==> src/rtl/regfile_alu_sequencer.sv <==
// regfile_alu_sequencer: one-button RR -> F -> WB strobe sequencer with step mode and op counter.
// Optional REGFILE_SEQ_DEBOUNCE_EN debounces the synchronized start button for DB_CYCLES cycles.
module regfile_alu_sequencer #(
  parameter int PULSE_W   = 4,
  parameter int GAP_W     = 4,
  parameter int DB_CYCLES = 1000000,
  parameter int CNT_W     = 8
) (
  input  logic             clk,
  input  logic             rst_n,
  input  logic             start_btn,
  input  logic             step_mode,
  input  logic             wb_en,
  output logic             clk_RR,
  output logic             clk_F,
  output logic             clk_WB,
  output logic             busy,
  output logic             done,
  output logic [1:0]       phase,
  output logic [CNT_W-1:0] op_count
);
  typedef enum logic [2:0] {IDLE, S_RR, G_RR, S_F, G_F, S_WB, G_WB} state_t;
  state_t     r_state, w_next;
  logic [1:0] r_sync;
  logic [7:0] r_cnt;
  logic       r_prev, r_step, r_wb;
  logic       w_lvl, w_start_evt, w_tick, w_fin, w_gap_end, w_strobe_next;
`ifdef REGFILE_SEQ_DEBOUNCE_EN
  localparam int DB_W = $clog2(DB_CYCLES + 1);
  logic [DB_W-1:0] r_db_cnt;
  logic            r_db;
  always_ff @(posedge clk) begin
    if (!rst_n) begin
      r_db     <= 1'b0;
      r_db_cnt <= '0;
    end else if (r_sync[1] == r_db) begin
      r_db_cnt <= '0;
    end else if (r_db_cnt == DB_W'(DB_CYCLES - 1)) begin
      r_db     <= r_sync[1];
      r_db_cnt <= '0;
    end else begin
      r_db_cnt <= r_db_cnt + 1'b1;
    end
  end
  assign w_lvl = r_db;
`else
  assign w_lvl = r_sync[1];
`endif
  assign w_start_evt   = w_lvl & ~r_prev;
  assign w_tick        = r_cnt == 8'd0;
  assign w_strobe_next = (w_next == S_RR) || (w_next == S_F) || (w_next == S_WB);
  always_comb begin
    w_next    = r_state;
    w_fin     = 1'b0;
    w_gap_end = 1'b0;
    case (r_state)
      IDLE: w_next = !w_start_evt ? IDLE : phase == 2'd1 ? S_F : phase == 2'd2 ? S_WB : S_RR;
      S_RR: w_next = w_tick ? G_RR : S_RR;
      G_RR: begin
        w_gap_end = w_tick;
        w_next    = !w_tick ? G_RR : r_step ? IDLE : S_F;
      end
      S_F:  w_next = w_tick ? G_F : S_F;
      G_F: begin
        w_gap_end = w_tick;
        w_fin     = w_tick & ~r_wb;
        w_next    = !w_tick ? G_F : (r_step | ~r_wb) ? IDLE : S_WB;
      end
      S_WB: w_next = w_tick ? G_WB : S_WB;
      G_WB: begin
        w_gap_end = w_tick;
        w_fin     = w_tick;
        w_next    = w_tick ? IDLE : G_WB;
      end
      default: w_next = IDLE;
    endcase
  end
  always_ff @(posedge clk) begin
    if (!rst_n) begin
      r_sync   <= '0;
      r_prev   <= 1'b0;
      r_state  <= IDLE;
      r_cnt    <= '0;
      r_step   <= 1'b0;
      r_wb     <= 1'b0;
      clk_RR   <= 1'b0;
      clk_F    <= 1'b0;
      clk_WB   <= 1'b0;
      busy     <= 1'b0;
      done     <= 1'b0;
      phase    <= 2'd0;
      op_count <= '0;
    end else begin
      r_sync  <= {r_sync[0], start_btn};
      r_prev  <= w_lvl;
      r_state <= w_next;
      r_cnt   <= (w_next != r_state) ? (w_strobe_next ? 8'(PULSE_W - 1) : 8'(GAP_W - 1)) :
                 w_tick ? 8'd0 : r_cnt - 8'd1;
      if (r_state == IDLE && w_start_evt) begin
        r_step <= step_mode;
        r_wb   <= wb_en;
      end
      clk_RR <= w_next == S_RR;
      clk_F  <= w_next == S_F;
      clk_WB <= w_next == S_WB;
      busy   <= w_next != IDLE;
      done   <= w_fin;
      if (w_gap_end) phase <= w_fin ? 2'd0 : phase + 2'd1;
      if (w_fin) op_count <= op_count + CNT_W'(1);
    end
  end
endmodule

==> config.mk <==
export PLATFORM = sky130hd
export DESIGN_NAME = regfile_alu_sequencer
export DESIGN_NICKNAME = d
export VERILOG_FILES = /design/src/rtl/regfile_alu_sequencer.sv
export SDC_FILE = /design/constraint.sdc
export NUM_CORES = 1
export LEC_CHECK = 0
export BUFFER_PORTS_ARGS = -buffer_cell sky130_fd_sc_hd__buf_2
export CAP_MARGIN = 5
export CORE_ASPECT_RATIO = 1.5
export CORE_MARGIN = 1
export CORE_UTILIZATION = 36
export DETAILED_ROUTE_END_ITERATION = 12
export HOLD_SLACK_MARGIN = 0.1
export SLEW_MARGIN = 20
export SYNTH_ARGS = -nofsm -noshare
export SYNTH_HDL_FRONTEND = slang
export SYNTH_SLANG_ARGS = --single-unit
==> constraint.sdc <==
create_clock -name clk -period 2.6 [get_ports clk]
set_input_delay 0.65 -clock clk [delete_from_list [all_inputs] [get_ports clk]]
set_output_delay 0.65 -clock clk [all_outputs]
set_load 0.05 [all_outputs]
==> out/qor.csv <==
stage;metric;value;unit
clock_tree;Post-CTS Hold Buffers;0;
grt;GR Overflow Total;0;
timing;Final min period;2.34;ns
synthesis;synthesized area;0.00146;sq mm
clock_tree;CTS tree;done;
synthesis;post-synthesis adder-cell area fraction;0.0430;
critical_path;Worst Path Max Fanout;9;
timing;Slew Viols, Final;0;
routing;remaining antenna violation count;0;
cells_and_area;share of cells above drive strength 1;0.198;
cells_and_area;Layout area overhead;16.0;%
timing;Worst Skew;0.00170;ns
routing;First-pass DRT Iterations;4;
timing;setup_tns;0;ns
critical_path;WP data arrival;2.52;ns
routing;WL final;2910;um
synthesis;mux contribution to synthesized area;0.0275;
synthesis;Warnings, synthesis;0;
critical_path;CP Class;reg -> reg;
critical_path;launching point of the worst reg2reg path;r_cnt[0];
grt;pin count of the biggest net entering global routing;24;
timing;final hold viol count;0;
die;I/O pin count;20;
pwr;Pwr Total;1.73;mW
placed_design;HPWL after DPL;2140;um
cells_and_area;Fill cells;381;
timing;final worst-path cycle share;0.899;
die;Core Area;0.00378;sq mm
synthesis;register area share after synthesis;0.426;
synthesis;Syn Nets;165;
clock_tree;postcts setup bufs;0;
placed_design;Placed Area;0.00158;sq mm
clock_tree;clk sinks;31;
critical_path;CP required;2.78;ns
grt;first-pass GRT wire length;4860;um
die;Initial Utilization;0.385;
min_path;worst hold-check path type;reg -> reg;
timing;Worst-Margin Slew;0.596;ns
synthesis;Synth Instances;155;
run;max_cap viols;0;
clock_tree;clk_lat worst skew;0.28;ns
critical_path;Reg2Reg Depth;7;
synthesis;syn_area_per_cell;9.39;sq um
grt;vias in the first global route;1101;
pwr;maximum vdd ir drop;573;uV
routing;wire length per cell;13.2;um
pwr;PwrDens;1020;mW/mm^2
clock_tree;CTS max path bufs;2;
synthesis;Unique masters post-synth;39;
pwr;Leakage;0.693;nW
clock_tree;CTS H-tree lvls;2;
outcome;result of the run;finished clean;
min_path;Cells on Worst Hold Path;1;
min_path;hold path start;r_sync[0];
clock_tree;CTS clk-pin slew, worst paths;0.07;ns
critical_path;CP Launch Point;r_cnt[0];
routing;DRC violations left;0;
cells_and_area;final instance area;0.00169;sq mm
timing;slew margin rel.;0.603;
synthesis;post-synth top area cell;dfxtp_1;
cells_and_area;final core utilization;0.446;
clock_tree;cts bufs inserted;5;
critical_path;Setup crit start kind;flop;
critical_path;crit end category;flop;
placed_design;Port Buf Inserts;19;
routing;Vias;1153;
die;Die Ht;79.9;um
die;Core Rows;27;
routing;DRT iter0 DRCs;26;
grt;antenna violations before repair;0;
routing;routed vias/inst;5.24;
synthesis;xor/xnor share of the synthesized area;0.0722;
timing;FMAX;0.428;GHz
cells_and_area;Layout Nets;186;
die;die footprint;0.00431;sq mm
synthesis;#FFs+latches synth;31;
timing;# setup viols final;0;
synthesis;simple-gate share of the synthesized area;0.272;
synthesis;largest family of logic cells by synthesized area;simple AND/OR/NAND/NOR gates;
grt;All-Layer GR Usage;0.158;
die;chip width;53.9;um
clock_tree;clk root buf;clkbuf_8;
timing;RSZ-0062 raised after global routing;no;
placed_design;Routability Congestion;0.837;
synthesis;Synth Area in Compound Gates;0.114;
clock_tree;PostCTS Resize Cnt;0;
synthesis;top post-synthesis cells by area;dfxtp_1, and2_1, xnor2_1, ha_1, nor3_1;
synthesis;top-area cell type share of the netlist area;0.426;
cells_and_area;ant diodes;0;
[area by class of cell]
cell class                      instances  area [sq um]  area share
Inverter                                8          30.0      0.0178
Clock buffer                            7          96.3      0.0571
Sequential cell                        31           621       0.368
Clock inverter                          1          7.51     0.00445
Tap cell                               43          53.8      0.0319
Multi-Input combinational cell        109           769       0.456
Timing Repair Buffer                   21           110      0.0652
[sequential cells by signal, indices dropped and copies added (netlist names), 2 cells and up]
| register | cells |
|---|---|
| r_state | 3 |
| op_count | 8 |
| r_sync | 2 |
| phase | 2 |
| r_cnt | 8 |
[layout by cell type, fill, tap and decap left out, drive strengths merged, types with 3 or more instances in the layout]
cell,count
nor3b,4
clkbuf,7
ha,5
nor2,9
o211ai,3
inv,8
mux2i,4
dfxtp,31
nor3,10
and2,15
xnor2,10
nor4,3
nand2,7
buf,21
nor2b,4
nand4,6
[routing by layer]
layer | share of wire | vias to the layer above | wire length (um) | GRT usage
li1 | - | 586 | - | -
met1 | 0.41 | 541 | 1180 | 0.167
met2 | 0.54 | 19 | 1580 | 0.274
met3 | 0.029 | 7 | 83 | 0.0400
met4 | 0.021 | 0 | 60 | 0.0789
met5 | 0 | - | 0 | 0
[worst max-delay path, cell delays in order, from the launching register on]
cell,delay (ns)
dfxtp_1,0.33
inv_1,0.09
ha_1,0.15
or3b_2,0.55
a2111oi_4,0.59
nand4_1,0.21
xnor2_1,0.16
and2_1,0.15
[synthesized netlist by cell type]
cell        n
a2111oi_4   1
a211oi_1    2
a221oi_1    1
a22o_1      2
a311o_1     1
and2_1     14
and2_2      1
and3_1      2
and3b_1     1
buf_2       1
buf_6       1
clkbuf_1    5
dfxtp_1    31
ha_1        5
inv_1       8
mux2i_1     4
nand2_1     7
nand2b_1    1
nand3_1     2
nand4_1     6
nor2_1      9
nor2b_1     4
nor3_1     10
nor3b_1     4
nor4_1      3
o211ai_1    3
o21a_1      2
o21ai_0     2
o221ai_1    1
o22ai_1     1
o31a_1      1
o31ai_1     1
o32ai_1     1
or2_2       1
or3_1       1
or3b_2      2
or4_4       1
xnor2_1    10
xor2_1      2
[where the power goes]
part	internal, mW	switching, mW
clock	0.241	0.188
combinational	0.270	0.392
sequential	0.559	0.0792
total	1.07	0.660
[path summary, 6_finish.rpt]
path                                    end  slack (ns)
worst max-delay path            op_count[7]        0.26
worst min-delay path              r_sync[1]        0.44
worst max register to register  op_count[7]        0.26
worst min register to register    r_sync[1]        0.44
[cell families after synthesis]
family	Yosys count
flip-flops	31
AND/OR/NAND/NOR	69
AO/OA/AOI/OAI	19
adder cells (fa/ha/maj)	5
XOR/XNOR	12
multiplexers	4
buffers and inverters	15
[metrics by stage]
stage	setup WS [ns]	hold slack, ns	cells
6_report	0.262	0.440	220
4_1_cts	0.247	0.448	220
3_5_place_dp	0.261	0.429	212
2_1_floorplan	0.389	0.412	155
3_3_place_gp	0.333	0.423	212
5_1_grt	0.0622	0.460	220
Note: power is estimated with default switching activity, not from simulation.
